==> src/rtl/hazard_unit.sv <==
// hazard_unit: stall/flush controller for the 5-stage MIPS pipeline.
// It handles the hazards that forwarding cannot cover: load-use, branch
// operands compared in decode, and data-memory wait states. A memory access
// that never completes moves the unit into a sticky error state, which
// freezes the pipeline until reset.
module hazard_unit #(
  parameter int MEM_TIMEOUT = 16,
  parameter int CNT_W       = 16
) (
  input  logic             clk,
  input  logic             reset,
  input  logic [4:0]       instrRs_D,
  input  logic [4:0]       instrRt_D,
  input  logic             branch_D,
  input  logic             branchTaken_D,
  input  logic [4:0]       writeReg_E,
  input  logic             regWrite_E,
  input  logic             memToReg_E,
  input  logic [4:0]       writeReg_M,
  input  logic             memToReg_M,
  input  logic             memAccess_M,
  input  logic             memReady,
  output logic             stall_F,
  output logic             stall_D,
  output logic             flush_D,
  output logic             flush_E,
  output logic             stall_E,
  output logic             stall_M,
  output logic             stall_W,
  output logic             memError,
  output logic [CNT_W-1:0] stallCycles
);

  localparam int WCNT_W = (MEM_TIMEOUT > 2) ? $clog2(MEM_TIMEOUT) : 1;
  localparam logic [WCNT_W-1:0] WCNT_LAST = WCNT_W'(MEM_TIMEOUT - 1);
  localparam logic [WCNT_W-1:0] WCNT_ONE  = WCNT_W'(1);
  localparam logic [CNT_W-1:0]  SC_MAX    = {CNT_W{1'b1}};

  typedef enum logic [1:0] {
    ST_RUN  = 2'd0,
    ST_WAIT = 2'd1,
    ST_ERR  = 2'd2
  } state_t;

  state_t            r_state;
  state_t            w_state_nxt;
  logic [WCNT_W-1:0] r_waitCnt;
  logic [WCNT_W-1:0] w_waitCnt_nxt;
  logic              r_memError;
  logic              w_memError_nxt;
  logic [CNT_W-1:0]  r_stallCycles;
  logic              w_memStall;
  logic              w_lu;
  logic              w_bh;
  logic              w_e_match;
  logic              w_m_match;

  // Decode-stage source match against the E and M destinations; register 0 never matches
  always_comb begin
    w_e_match = (writeReg_E != 5'd0) &&
                ((writeReg_E == instrRs_D) || (writeReg_E == instrRt_D));
    w_m_match = (writeReg_M != 5'd0) &&
                ((writeReg_M == instrRs_D) || (writeReg_M == instrRt_D));
    w_lu = memToReg_E && regWrite_E && w_e_match;
    w_bh = branch_D && ((regWrite_E && w_e_match) || (memToReg_M && w_m_match));
  end

  // Memory wait FSM: next state, wait counter, and the freeze request
  always_comb begin
    w_state_nxt    = r_state;
    w_waitCnt_nxt  = r_waitCnt;
    w_memError_nxt = r_memError;
    w_memStall     = 1'b0;
    case (r_state)
      ST_RUN: begin
        w_memStall = memAccess_M && !memReady;
        if (w_memStall) begin
          w_state_nxt   = ST_WAIT;
          w_waitCnt_nxt = WCNT_ONE;
        end
      end
      ST_WAIT: begin
        w_memStall = !memReady;
        if (memReady) begin
          w_state_nxt   = ST_RUN;
          w_waitCnt_nxt = '0;
        end else if (r_waitCnt == WCNT_LAST) begin
          w_state_nxt    = ST_ERR;
          w_memError_nxt = 1'b1;
        end else begin
          w_waitCnt_nxt = r_waitCnt + WCNT_ONE;
        end
      end
      ST_ERR: begin
        w_memStall = 1'b1;
      end
      default: begin
        w_state_nxt   = ST_RUN;
        w_waitCnt_nxt = '0;
      end
    endcase
  end

  // Memory FSM state register; ERR is left only through reset
  always_ff @(posedge clk or posedge reset) begin
    if (reset) begin
      r_state    <= ST_RUN;
      r_waitCnt  <= '0;
      r_memError <= 1'b0;
    end else begin
      r_state    <= w_state_nxt;
      r_waitCnt  <= w_waitCnt_nxt;
      r_memError <= w_memError_nxt;
    end
  end

  // Prioritised stall/flush outputs; a memory freeze masks bubbles and squashes
  always_comb begin
    stall_F = 1'b0;
    stall_D = 1'b0;
    flush_D = 1'b0;
    flush_E = 1'b0;
    stall_E = 1'b0;
    stall_M = 1'b0;
    stall_W = 1'b0;
    if (!reset) begin
      if (w_memStall) begin
        stall_F = 1'b1;
        stall_D = 1'b1;
        stall_E = 1'b1;
        stall_M = 1'b1;
        stall_W = 1'b1;
      end else if (w_lu || w_bh) begin
        stall_F = 1'b1;
        stall_D = 1'b1;
        flush_E = 1'b1;
      end else if (branch_D && branchTaken_D) begin
        flush_D = 1'b1;
      end
    end
  end

  // Saturating count of cycles in which fetch was held
  always_ff @(posedge clk or posedge reset) begin
    if (reset) begin
      r_stallCycles <= '0;
    end else if (stall_F && (r_stallCycles != SC_MAX)) begin
      r_stallCycles <= r_stallCycles + 1'b1;
    end
  end

  assign memError    = r_memError;
  assign stallCycles = r_stallCycles;

endmodule

==> config.mk <==
export PLATFORM = sky130hd
export DESIGN_NAME = hazard_unit
export DESIGN_NICKNAME = d
export VERILOG_FILES = /design/src/rtl/hazard_unit.sv
export SDC_FILE = /design/constraint.sdc
export NUM_CORES = 1
export LEC_CHECK = 0
export ABC_AREA = 1
export BUFFER_PORTS_ARGS = -buffer_cell sky130_fd_sc_hd__buf_2
export CORE_MARGIN = 2
export CORE_UTILIZATION = 56
export DETAILED_ROUTE_END_ITERATION = 12
export GPL_TIMING_DRIVEN = 0
export PLACE_DENSITY = 0.9
export SYNTH_ARGS = -nofsm -noshare
export SYNTH_HDL_FRONTEND = slang
export SYNTH_SLANG_ARGS = --single-unit
==> constraint.sdc <==
create_clock -name clk -period 4.9 [get_ports clk]
set_input_delay 0.49 -clock clk [delete_from_list [all_inputs] [get_ports clk]]
set_output_delay 0.49 -clock clk [all_outputs]
set_load 0.01 [all_outputs]
==> impl_metrics.csv, run 1 <==
group,metric,value,unit
job,drv_cap,0,
global_routing,grt_usage,0.247,
final_layout,drive_gt1_frac,0.235,
final_layout,nNetsFinal,359,
drt,ant_nets,0,
synth,avgSynthCellArea,6.73,µm²
setup_path,critical_path_arrival,1.95,ns
run_status,status,"finished, final reports clean",
clocking,cts_hold_buf,0,
sta,min_period_over_period,0.498,
sta,min_period,2.44,ns
global_routing,grt_pass1_wl,7020,µm
clocking,h-tree-depth,1,
clocking,postCtsSetupBuffers,0,
setup_path,path_cells,"nor2_1, nand2_1, o21ai_1, nand3_4, buf_2, nor2_1, buf_2",
global_routing,grt_pass1_vias,1774,
sta,hold_violations,0,
final_layout,area_growth,18.8,%
drt,drc,0,
setup_path,end_kind,"output pin",
clocking,tritoncts,"built",
drt,firstDrtPassIters,6,
drt,drt_iter0_markers,146,
setup_path,cp_top_family,"simple AND/OR/NAND/NOR gates",
final_layout,layout_commonest_cell,"nand2_1",
synth,ys_seq_area_frac,0.316,
synth,synth_top_family_by_area,"simple AND/OR/NAND/NOR gates",
floorplan,io_pins,53,
clocking,clockBufferDepth,2,
power_and_ir_drop,netSwitchingPower,158,µW
sta,rsz0062_at_grt,"false",
floorplan,start_util,0.593,
drt,routedWlPerCell,11.6,µm
synth,synth_cell_types,28,
floorplan,dieArea,3730,µm²
sta,fmax,410,MHz
setup_path,start_kind,"flop",
power_and_ir_drop,leakage,0.00129,µW
power_and_ir_drop,seqPwrFrac,0.514,
clocking,clock_latency,0.31,ns
setup_path,cp_max_fo,10,
sta,maxSlewHeadroom,0.521,
power_and_ir_drop,powerDensity,210,nW/µm²
clocking,cts.sinks,23,
synth,synth_xor_area_frac,0.0960,
floorplan,rows,20,
placed_design,io_buffers,52,
final_layout,final_cell_mix,"nand2_1, buf_2, nor2_1, inv_1, dfrtp_1",
synth,synth_fp_nets,302,
final_layout,n_antenna_cell,0,
setup_path,cp_slowest_stage_delay,0.43,ns
setup_path,slowest_stage,"dfrtp_1",
sta,worst_pin_slew,0.719,ns
drt,routed_wl,4310,µm
global_routing,antenna_found_initial,0,
synth,synth-simple-area-share,0.434,
global_routing,gr-total-overflow,0,
sta,final_max_slew_viol_count,0,
floorplan,core,3080,µm²
synth,synth.area.mux_share,0,
setup_path,crit_type,"reg -> out",
drt,via_per_inst,5.30,
global_routing,grt_max_degree,33,
floorplan,die_y,61.1,µm
power_and_ir_drop,switching_share,0.346,
synth,syn_inst,271,
power_and_ir_drop,peakVddDrop,0.000203,V
clocking,cts_buffers,3,
power_and_ir_drop,power_frac_comb,0.291,
sta,finClkSkew,0.00294,ns
final_layout,utilization,0.704,
setup_path,worst_ep_required_time,4.41,ns
floorplan,die_x,61.1,µm
placed_design,place_congestion,0.836,
power_and_ir_drop,intPower,298,µW
drt,vias,1966,
setup_path,crit_buf_inv,2,
worst_hold_path,hold_path.class,"in -> reg",
synth,synthAdderAreaFrac,0.0137,
clocking,clk_pin_slew_worst_paths,0.12,ns
clocking,root_buffer,"clkbuf_4",
sta,setup_viol,0,
synth,ys_ff_latch,23,
power_and_ir_drop,p_clk_frac,0.195,
placed_design,dp_hpwl,3320,µm
sta,setup_tns,0,ns
clocking,cts_resized,0,
synth,synth_area,1820,µm²
synth,ys_warn_count,0,
synth,synth-compound-area-share,0.0398,
[routing by layer]
layer | GRT usage | up-vias | wire, µm
li1 | - | 972 | -
met3 | 0.0231 | 12 | 337
met1 | 0.311 | 893 | 1910
met2 | 0.433 | 89 | 1980
met5 | 0 | - | 0
met4 | 0.102 | 0 | 73
[path summary, 6_finish.rpt]
check | startpoint | end | slack, ns | depth (start not counted)
min in group asynchronous | reset | stallCycles[7]$_DFFE_PP0P_ | 0.94 | 4
setup / recovery | r_state[0]$_DFFE_PP0P_ | flush_D | 2.46 | 7
hold reg to reg | memError$_DFFE_PP0P_ | memError$_DFFE_PP0P_ | 0.49 | 1
setup reg to reg | stallCycles[0]$_DFFE_PP0P_ | stallCycles[11]$_DFFE_PP0P_ | 3.07 | 9
max in group asynchronous | reset | stallCycles[3]$_DFFE_PP0P_ | 3.50 | 4
hold / removal | memAccess_M | r_state[0]$_DFFE_PP0P_ | 0.46 | 2
[logic make-up (layout without fill, tap and decap cells)]
group	Yosys count	count (layout)
flip-flops	23	23
buffers and inverters	43	99
XOR/XNOR	20	20
adder cells (fa/ha/maj)	2	2
AND/OR/NAND/NOR	171	171
AO/OA/AOI/OAI	12	12
[sequential cells by signal, summed over array words and instances (netlist names)]
register     count
stallCycles     16
r_waitCnt        4
memError         1
r_state          2
[worst register-to-register path, delay by kind of cell, from the launching register on]
family	cells	cell delay (ns)
fa+ha+maj	1	0.23
buf+inv	2	0.34
flops	1	0.46
simple gates	6	0.70
[per-stage QoR]
step | std cells | hold WS (ns) | area (µm²) | setup WS (ns) | power, µW
3_3_place_gp | 367 | 0.451 | 2140 | 2.16 | 365
2_1_floorplan | 271 | 0.492 | 1820 | 2.79 | 317
4_1_cts | 371 | 0.470 | 2170 | 2.47 | 456
3_5_place_dp | 367 | 0.467 | 2140 | 2.60 | 371
5_1_grt | 371 | 0.457 | 2170 | 2.27 | 487
6_report | 371 | 0.463 | 2170 | 2.46 | 456
[cell usage after synthesis, drive strengths merged]
library cell   n  share of area
inv           34          0.070
a21oi          3         0.0082
xor2          11          0.053
nor3           5          0.014
ha             2          0.014
nand3         18          0.066
xnor2          9          0.043
dfrtp         23           0.32
buf            6          0.024
a32o           2          0.011
o21bai         1         0.0041
nor2          31          0.074
or2            1         0.0034
nand2         97           0.20
o21ai          6          0.016
clkbuf         3         0.0069
nand4         19          0.073
[power by group through the flow]
stage                     logic [µW]  registers, µW  clock network [µW]
after floorplan                 74.4            243                   0
after global placement           128            237                   0
after detailed placement         132            238                   0
after CTS                        134            234                87.9
after global routing             150            239                98.7
final                            132            234                89.0
[cell type report]
cell class,instances,area (µm²)
fillers,281,911
well taps,44,55.1
flip-flops and latches,23,576
repair buffers,52,260
clock buffers,4,26.3
inverters,34,128
plain buffers,9,57.6
multi-input cells,205,1060
No activity file was read; power rests on OpenSTA's default activity.
==> inputs of run 2 (changes only) <==
==> config.mk (replaced) <==
export PLATFORM = sky130hd
export DESIGN_NAME = hazard_unit
export DESIGN_NICKNAME = d
export VERILOG_FILES = /design/src/rtl/hazard_unit.sv
export SDC_FILE = /design/constraint.sdc
export NUM_CORES = 1
export LEC_CHECK = 0
export ABC_AREA = 0
export BUFFER_PORTS_ARGS = -buffer_cell sky130_fd_sc_hd__buf_2
export CORE_MARGIN = 2
export CORE_UTILIZATION = 44
export DETAILED_ROUTE_END_ITERATION = 12
export GPL_TIMING_DRIVEN = 0
export PLACE_DENSITY = 0.8
export SYNTH_ARGS = -nofsm -noshare
export SYNTH_HDL_FRONTEND = slang
export SYNTH_SLANG_ARGS = --single-unit
==> constraint.sdc (replaced) <==
create_clock -name clk -period 2.08 [get_ports clk]
set_input_delay 0.208 -clock clk [delete_from_list [all_inputs] [get_ports clk]]
set_output_delay 0.208 -clock clk [all_outputs]
set_load 0.01 [all_outputs]
==> run 2 against run 1 <==
Compared with the run above: via count down 33%; cell count down 32%; largest power group unchanged; critical path depth unchanged; area after synthesis down 19%; first-iteration DRC count down 68%; sequential share of layout area up 4.5 points; global-route usage down 7.0 points; highest routed layer unchanged; sequential cell count unchanged; core utilization down 14 points; combinational power rose to 3.0 times the previous value.
==> impl_metrics.csv, run 2 <==
group,metric,value,unit
floorplan,core,3280,µm²
setup_path,r2r-start,"stallCycles[2]$_DFFE_PP0P_",
synth,ys_ff_latch,23,
setup_path,end_kind,"flop",
synth,synth_cell_types,42,
final_layout,area_growth,25.3,%
worst_hold_path,hold_path.class,"in -> async",
synth,synthTopCellsByCount,"dfrtp_1, xor2_1, xnor2_1",
setup_path,cp_max_fo,5,
global_routing,antenna_found_initial,0,
floorplan,dieArea,3850,µm²
clocking,clock_latency,0.31,ns
clocking,clk_pin_slew_worst_paths,0.12,ns
sta,worst_pin_slew,0.869,ns
placed_design,place_area,1800,µm²
sta,finClkSkew,0.00137,ns
drt,vias,1316,
final_layout,nNetsFinal,237,
sta,setup_ws,0.110,ns
global_routing,grt_pass1_wl,5020,µm
synth,ys_warn_count,0,
setup_path,r2r_end,"stallCycles[1]$_DFFE_PP0P_",
sta,hold_violations,0,
floorplan,io_pins,53,
clocking,clockBufferDepth,2,
drt,via_per_inst,5.24,
floorplan,start_util,0.452,
sta,setup_viol,0,
drt,drt_iter0_markers,47,
setup_path,path_common_cell,"and3_4",
synth,ys_seq_area_frac,0.388,
synth,synth_enable_flop_cells,0,
sta,rsz0062_at_grt,"false",
final_layout,final_cell_mix,"buf_2, xor2_1, dfrtp_1, xnor2_1, nand2_1",
setup_path,slowest_stage,"dfrtp_2",
placed_design,place_congestion,0.737,
setup_path,start_kind,"flop",
setup_path,crit_type,"reg -> reg",
final_layout,n_antenna_cell,0,
placed_design,dp_slack,0.0800,ns
global_routing,grt_pass1_vias,1128,
floorplan,die_y,62.1,µm
drt,drc,0,
final_layout,layout_commonest_cell,"buf_2",
clocking,root_buffer,"clkbuf_4",
synth,async_flop_share,1.00,
job,drv_cap,0,
placed_design,dp_hpwl,2640,µm
run_status,status,"finished, final reports clean",
global_routing,grt_usage,0.177,
clocking,h-tree-depth,1,
sta,final_max_slew_viol_count,0,
clocking,cts.sinks,23,
sta,maxSlewHeadroom,0.420,
setup_path,cp_slowest_stage_delay,0.47,ns
drt,firstDrtPassIters,4,
setup_path,rrSetupSlack,0.11,ns
clocking,cts_buffers,3,
setup_path,rr_worst_depth,7,
floorplan,rows,21,
synth,yosys-top-cells-area,"dfrtp_1, xor2_1, xnor2_1",
sta,fmax,508,MHz
global_routing,gr-total-overflow,0,
power_and_ir_drop,powerDensity,641,nW/µm²
setup_path,path_cells,"and3_4, and3_4, and4_4, a31oi_1, o21a_4, buf_4, mux2_1",
sta,min_period_over_period,0.947,
synth,avgSynthCellArea,10.0,µm²
clocking,tritoncts,"built",
final_layout,final_area,1860,µm²
drt,routedWlPerCell,13.3,µm
synth,yosys_most_used_dff,"dfrtp_1",
global_routing,grt_max_degree,24,
drt,routed_wl,3340,µm
final_layout,largest_register_ffs,16,
synth,synth_area,1480,µm²
floorplan,die_x,62.1,µm
sta,setup_tns,0,ns
placed_design,io_buffers,52,
synth,syn_inst,148,
clocking,cts_hold_buf,0,
power_and_ir_drop,leakage,0.000897,µW
sta,min_period,1.97,ns
synth,yosys.area.top_type,"dfrtp_1",
final_layout,drive_gt1_frac,0.400,
synth,yosysMostFrequentCell,"dfrtp_1",
drt,ant_nets,0,
synth,synth_fp_nets,179,
setup_path,worst_ep_required_time,2.29,ns
setup_path,critical_path_arrival,2.18,ns
synth,yosysTopAreaCellShare,0.388,
power_and_ir_drop,peakVddDrop,0.000617,V
[run 2: cell count changes after synthesis, moves of 4 or more]
cell	change
xnor2_1	+4
inv_1	-25
nand2_1	-86
nand3_2	+5
xor2_1	+10
nor2_1	-18
nand4_1	-14
inv_2	-5
nand3_1	-11
[run 2: cell families after synthesis]
kind of cell | after synthesis | synth area share
DFF | 23 | 0.388
AOI/OAI and AO/OA | 20 | 0.106
muxes | 3 | 0.0211
xor gates and xnor gates | 34 | 0.201
buffers and inverters | 10 | 0.0379
and+or+nand+nor | 56 | 0.229
adders and majority gates | 2 | 0.0169
[run 2: critical path: cells and delay by family (launching register included)]
| kind | cells | cell delay [ns] |
|---|---|---|
| compound gates | 2 | 0.36 |
| simple gates | 3 | 0.61 |
| buf+inv | 1 | 0.12 |
| mux | 1 | 0.31 |
| flops | 1 | 0.47 |
[run 2: power by group]
group | internal, µW | total (µW) | switching [µW]
combinational | 175 | 393 | 218
clock | 75.0 | 205 | 130
sequential | 512 | 593 | 81.2
total | 761 | 1190 | 430
[run 2: cell type report]
type / instances / area (µm²)
repair buffers: 54 / 275
inverters: 4 / 15.0
multi-input cells: 115 / 870
fillers: 289 / 1430
clock buffers: 4 / 26.3
well taps: 46 / 57.6
flip-flops and latches: 23 / 578
plain buffers: 5 / 37.5
[run 2: worst max-delay path by stage]
stage / start / end
final: stallCycles[2]$_DFFE_PP0P_ / stallCycles[1]$_DFFE_PP0P_
after global routing: stallCycles[2]$_DFFE_PP0P_ / stallCycles[10]$_DFFE_PP0P_
after CTS: stallCycles[2]$_DFFE_PP0P_ / stallCycles[10]$_DFFE_PP0P_
after detailed placement: stallCycles[2]$_DFFE_PP0P_ / stallCycles[10]$_DFFE_PP0P_
after global placement: stallCycles[2]$_DFFE_PP0P_ / stallCycles[10]$_DFFE_PP0P_
after floorplan: stallCycles[2]$_DFFE_PP0P_ / stallCycles[10]$_DFFE_PP0P_
[run 2: metal layers]
metal,share of wire,track usage,wire length (µm),up-vias
met2,0.46,0.308,1550,48
met1,0.45,0.227,1500,616
li1,-,-,-,647
met3,0.074,0.0166,248,5
met5,0,0,0,-
met4,0.013,0.0638,43,0
[run 2: repair_timing]
action	in CTS	in global routing
endpoints found under the setup margin	1	12
gates resized for setup	0	6
endpoints found under the hold margin	0	0
buffers inserted	0	2
pin swaps	0	0
[run 2: per-stage QoR]
stage | hold WS (ns) | total power, µW | utilization | cells
2_1_floorplan | 0.210 | 818 | - | 148
3_3_place_gp | 0.447 | 964 | 0.549 | 246
3_5_place_dp | 0.452 | 978 | 0.549 | 246
4_1_cts | 0.127 | 1180 | 0.555 | 249
5_1_grt | 0.163 | 1260 | 0.566 | 251
6_report | 0.127 | 1190 | 0.566 | 251
